### src/rtl/text_overlay_scroll.sv
// Cell-aligned 1-bpp text overlay with frame-paced wrap-around horizontal scroll and blink.
// One registered pixel per clock; lookup always uses the pre-update scroll offset and blink phase.
module text_overlay_scroll #(
   parameter int TEXT_W        = 60,
   parameter int TEXT_H        = 10,
   parameter int CELL_SHIFT    = 3,
   parameter int ORIGIN_X      = 11,
   parameter int ORIGIN_Y      = 38,
   parameter logic [TEXT_W*TEXT_H-1:0] BITMAP = '0,
   parameter int SCROLL_FRAMES = 2,
   parameter int BLINK_FRAMES  = 32
) (
   input  logic       clk,
   input  logic       rst,
   input  logic [9:0] x,
   input  logic [9:0] y,
   input  logic       frame_start,
   input  logic       enable,
   input  logic [1:0] mode,
   output logic       overlay_active,
   output logic [6:0] scroll_off
);

   localparam int NBITS  = TEXT_W * TEXT_H;
   localparam int IDX_W  = (NBITS > 1) ? $clog2(NBITS) : 1;
   localparam int SCNT_W = (SCROLL_FRAMES > 1) ? $clog2(SCROLL_FRAMES) : 1;
   localparam int BCNT_W = (BLINK_FRAMES > 1) ? $clog2(BLINK_FRAMES) : 1;

   localparam logic signed [11:0] TEXT_W_S  = 12'(TEXT_W);
   localparam logic signed [11:0] TEXT_H_S  = 12'(TEXT_H);
   localparam logic signed [11:0] ORIGIN_XS = 12'(ORIGIN_X);
   localparam logic signed [11:0] ORIGIN_YS = 12'(ORIGIN_Y);
   localparam logic [7:0]         TEXT_W_8  = 8'(TEXT_W);
   localparam logic [6:0]         OFF_LAST  = 7'(TEXT_W - 1);
   localparam logic [SCNT_W-1:0]  SCNT_LAST = SCNT_W'(SCROLL_FRAMES - 1);
   localparam logic [BCNT_W-1:0]  BCNT_LAST = BCNT_W'(BLINK_FRAMES - 1);

   logic [NBITS-1:0] bitmap_w;
   assign bitmap_w = BITMAP;

   logic              overlay_q,     overlay_d;
   logic [6:0]        scroll_off_q,  scroll_off_d;
   logic [SCNT_W-1:0] scroll_cnt_q,  scroll_cnt_d;
   logic [BCNT_W-1:0] blink_cnt_q,   blink_cnt_d;
   logic              blink_phase_q, blink_phase_d;

   logic signed [11:0] cx;
   logic signed [11:0] cy;
   logic               in_win;
   logic [7:0]         col_sum;
   logic [7:0]         col;
   logic [13:0]        idx;
   logic               bit_sel;

   // Window test and wrapped column lookup
   always_comb begin
      cx      = $signed(12'(x >> CELL_SHIFT)) - ORIGIN_XS;
      cy      = $signed(12'(y >> CELL_SHIFT)) - ORIGIN_YS;
      in_win  = !cx[11] && (cx < TEXT_W_S) && !cy[11] && (cy < TEXT_H_S);
      col_sum = {1'b0, cx[6:0]} + {1'b0, scroll_off_q};
      col     = (col_sum >= TEXT_W_8) ? (col_sum - TEXT_W_8) : col_sum;
      idx     = (14'(cy[5:0]) * 14'(TEXT_W)) + 14'(col);
      bit_sel = in_win ? bitmap_w[idx[IDX_W-1:0]] : 1'b0;
   end

   always_comb begin
      overlay_d = enable & in_win & ~(mode[1] & blink_phase_q) & bit_sel;
   end

   always_comb begin
      scroll_cnt_d = scroll_cnt_q;
      scroll_off_d = scroll_off_q;
      if (frame_start && mode[0]) begin
         if (scroll_cnt_q == SCNT_LAST) begin
            scroll_cnt_d = '0;
            scroll_off_d = (scroll_off_q == OFF_LAST) ? 7'd0 : scroll_off_q + 7'd1;
         end else begin
            scroll_cnt_d = scroll_cnt_q + 1'b1;
         end
      end
   end

   // Blink state is dropped as soon as blink is disabled, so re-enabling starts a fresh on-phase
   always_comb begin
      blink_cnt_d   = blink_cnt_q;
      blink_phase_d = blink_phase_q;
      if (!mode[1]) begin
         blink_cnt_d   = '0;
         blink_phase_d = 1'b0;
      end else if (frame_start) begin
         if (blink_cnt_q == BCNT_LAST) begin
            blink_cnt_d   = '0;
            blink_phase_d = ~blink_phase_q;
         end else begin
            blink_cnt_d = blink_cnt_q + 1'b1;
         end
      end
   end

   always_ff @(posedge clk) begin
      if (rst) begin
         overlay_q     <= 1'b0;
         scroll_off_q  <= '0;
         scroll_cnt_q  <= '0;
         blink_cnt_q   <= '0;
         blink_phase_q <= 1'b0;
      end else begin
         overlay_q     <= overlay_d;
         scroll_off_q  <= scroll_off_d;
         scroll_cnt_q  <= scroll_cnt_d;
         blink_cnt_q   <= blink_cnt_d;
         blink_phase_q <= blink_phase_d;
      end
   end

   assign overlay_active = overlay_q;
   assign scroll_off     = scroll_off_q;

endmodule

### config.mk
export PLATFORM = sky130hd
export DESIGN_NAME = text_overlay_scroll
export DESIGN_NICKNAME = d
export VERILOG_FILES = /design/src/rtl/text_overlay_scroll.sv
export SDC_FILE = /design/constraint.sdc
export NUM_CORES = 1
export LEC_CHECK = 0
export BUFFER_PORTS_ARGS = -buffer_cell sky130_fd_sc_hd__buf_4
export CORE_MARGIN = 5
export CORE_UTILIZATION = 32
export DETAILED_ROUTE_END_ITERATION = 8
export GPL_TIMING_DRIVEN = 0
export HOLD_SLACK_MARGIN = 0.15
export PLACE_DENSITY = 0.8
export SYNTH_ARGS = -nofsm -noshare
export SYNTH_HDL_FRONTEND = slang
export SYNTH_SLANG_ARGS = --single-unit
### constraint.sdc
create_clock -name clk -period 1.54 [get_ports clk]
set_clock_uncertainty 0.05 [all_clocks]
set_input_delay 0.231 -clock clk [delete_from_list [all_inputs] [get_ports clk]]
set_output_delay 0.231 -clock clk [all_outputs]
set_load 0.05 [all_outputs]
==> run_results.csv <==
group,metric,value,unit
run_status,status,"complete, no violations",
layout,fill_cells,125,
floorplan,std_cell_rows,13,
synth,synth-seq-cells,8,
layout,multi_input_comb_area,246,µm²
clock_network,clk_pin_slew,50,ps
worst_setup_path,endpoint_kind,"register",
hold_path,worst_hold_path_type,"in -> reg",
layout,drive_gt1_frac,0.410,
clock_network,clock_sinks,8,
clock_network,clk_path_buf_depth,2,
synth,synth_area_leaders,"dfxtp_1 (39%), nand2_1 (5.4%), a311oi_1 (4.2%)",
route,drt_iter0_drc,8,
global_route,grt_max_degree,10,
layout,regArea,173,µm²
clock_network,cts_setup_buffers,0,
global_route,antenna_found_initial,0,
sta,setup_viol,0,
worst_setup_path,required,1610,ps
floorplan,fp.dieH,46.0,µm
worst_setup_path,start_kind,"register",
worst_setup_path,path_class,"reg -> reg",
pwr,power_frac_clock,0.376,
clock_network,cts_resized,0,
placed_design,place_congestion,0.752,
synth,syn_avg_cell_area,8.48,µm²
run,cap_violations,0,
synth,ys_seq_area_frac,0.386,
sta,hold_viol_final,0,
sta,rsz0062_at_grt,"false",
synth,dominantRegCellSynth,"dfxtp_1",
sta,hold_ws,277,ps
route,via_per_inst,5.54,
synth,synth_edf_count,0,
layout,syn_to_final_growth,32.8,%
worst_setup_path,cp_slowest_cell,"or3b_4",
floorplan,fp.dieW,46.0,µm
sta,timing.fmax,701,MHz
synth,synthTopCellsByCount,"dfxtp_1 (8), nand2_1 (6), a21oi_1 (3), nand3_1 (3)",
worst_setup_path,cp_top_family,"simple AND/OR/NAND/NOR gates",
pwr,p_switching,113,µW
synth,syn_nets,76,
pwr,power_density,781,mW/mm²
sta,finalCritPeriodShare,0.926,
floorplan,die_area,0.00212,mm²
sta,finalMaxSlewViolations,0,
route,vias,421,
route,drc,0,
worst_setup_path,path_max_fanout,6,
clock_network,hold_buffers,0,
sta,setup_tns,0,ps
route,drtAntennaViolNets,0,
route,wl_per_cell,12.8,µm
clock_network,tritoncts.num_buffers,3,
global_route,grt_overflow,0,
global_route,track_usage,0.102,
synth,async_reset_ff_frac,0,
worst_setup_path,crit_arrival,1500,ps
synth,yosysWarnings,0,
clock_network,clock-root-buffer,"clkbuf_4",
pwr,p_leak,0.198,nW
global_route,grt_pass1_vias,361,
pwr,sequentialPowerShare,0.507,
global_route,grt_pass1_wl,1500,µm
floorplan,pin_count,34,
placed_design,io_buffers,9,
clock_network,clkLatencyLatePin,260,ps
pwr,intPower,318,µW
route,wirelength,976,µm
clock_network,cts.htree.levels,1,
layout,n_antenna_cell,0,
pwr,p_comb_frac,0.117,
worst_setup_path,path_cells,"ha_4 -> or3b_4 -> o211ai_1 -> a21oi_1",
pwr,ir_worst_vdd,0.344,mV
worst_setup_path,max_stage_delay,410,ps
synth,synth_top_cell_by_area,"dfxtp_1",
layout,nets,90,
sta,post-route-min-period,1430,ps
synth,syn_inst,49,
placed_design,dp_hpwl,695,µm
floorplan,coreArea,0.00127,mm²
synth,yosysTopAreaCellShare,0.386,
synth,ys_types,27,
clock_network,cts_tree,"built",
floorplan,start_util,0.327,
synth,synthesis.area,415,µm²
worst_setup_path,path_buf_inv,0,
synth,synth.most_common_cell,"dfxtp_1",
pwr,sw_frac_of_total,0.262,
route,dr.pass1.iters,4,
## power by group through the flow
| stage | clock network (mW) | logic [mW] | registers (mW) |
|---|---|---|---|
| 2_1_floorplan | 0 | 0.0233 | 0.234 |
| 3_3_place_gp | 0 | 0.0499 | 0.222 |
| 3_5_place_dp | 0 | 0.0504 | 0.223 |
| 4_1_cts | 0.169 | 0.0507 | 0.218 |
| 5_1_grt | 0.178 | 0.0540 | 0.219 |
| 6_report | 0.162 | 0.0505 | 0.218 |
## registers in the layout, summed over array words and instances (netlist names)
signal and flops:
scroll_cnt_q 1, scroll_off 7
## worst paths after layout
check / cells after the start / slack (ps) / from / endpoint
worst max-delay path: 4 / 110 / scroll_off[0]$_SDFFE_PP0P_ / scroll_off[1]$_SDFFE_PP0P_
worst min-delay path: 2 / 280 / rst / scroll_cnt_q$_SDFFE_PP0P_
worst max register to register: 4 / 110 / scroll_off[0]$_SDFFE_PP0P_ / scroll_off[1]$_SDFFE_PP0P_
worst min register to register: 1 / 430 / scroll_off[4]$_SDFFE_PP0P_ / scroll_off[4]$_SDFFE_PP0P_
## stage by stage
| step | total power [mW] | area (µm²) | cells | setup WS (ps) | util |
|---|---|---|---|---|---|
| 6_report | 0.431 | 552 | 76 | 113 | 0.435 |
| 5_1_grt | 0.451 | 552 | 76 | 56.9 | 0.435 |
| 4_1_cts | 0.438 | 552 | 76 | 113 | 0.435 |
| 3_5_place_dp | 0.273 | 529 | 73 | 129 | 0.417 |
| 3_3_place_gp | 0.272 | 529 | 73 | 147 | 0.417 |
| 2_1_floorplan | 0.257 | 443 | 49 | 90.3 | - |
## layout by cell type, fill, tap and decap left out
cell type / instances
and3_2: 1
o221ai_1: 1
a21oi_1: 3
dfxtp_4: 2
nand3_1: 3
buf_2: 1
mux2_2: 1
xor2_1: 1
dfxtp_2: 4
o2111ai_1: 1
a31oi_1: 1
nand2_1: 6
nand3_2: 1
nor2b_1: 1
or4_1: 1
inv_1: 2
nor2_1: 2
a41oi_1: 2
clkbuf_1: 1
clkbuf_4: 3
o21ai_0: 1
ha_4: 1
nor3_1: 1
buf_4: 10
conb_1: 1
nand4_1: 1
o21ai_1: 1
or3b_4: 1
o211ai_1: 2
a311oi_1: 2
dfxtp_1: 2
## worst register-to-register path: cells and delay by family (launching register included)
family                   cells  cell delay [ps]
flip-flops                   1              380
AO/OA/AOI/OAI                2              280
adder cells (fa/ha/maj)      1              170
AND/OR/NAND/NOR              1              410
## kinds of logic (layout without fill, tap and decap cells)
group | Yosys count | count (layout) | share of synthesized area
buf+inv | 5 | 17 | 0.0572
mux | 1 | 1 | 0.0271
flops | 8 | 8 | 0.386
other cells | 1 | 1 | 0.00903
xor+xnor | 1 | 1 | 0.0211
fa+ha+maj | 1 | 1 | 0.0301
compound gates | 14 | 14 | 0.238
simple gates | 18 | 18 | 0.232
## per-layer routing
metal | track usage | up-vias | wire (µm)
met5 | 0 | - | 0
met4 | 0.0341 | 0 | 6
met3 | 0.0593 | 2 | 98
met1 | 0.110 | 192 | 429
met2 | 0.165 | 18 | 441
li1 | - | 209 | -
## area by class of cell
type | instances | share of cell area
buffer | 3 | 0.0295
clock buffer | 3 | 0.0408
inverter | 2 | 0.0136
multi-input combinational | 36 | 0.447
sequential | 8 | 0.313
tap | 15 | 0.0340
timing repair buffer | 9 | 0.122
Note: power is estimated with default switching activity, not from simulation.
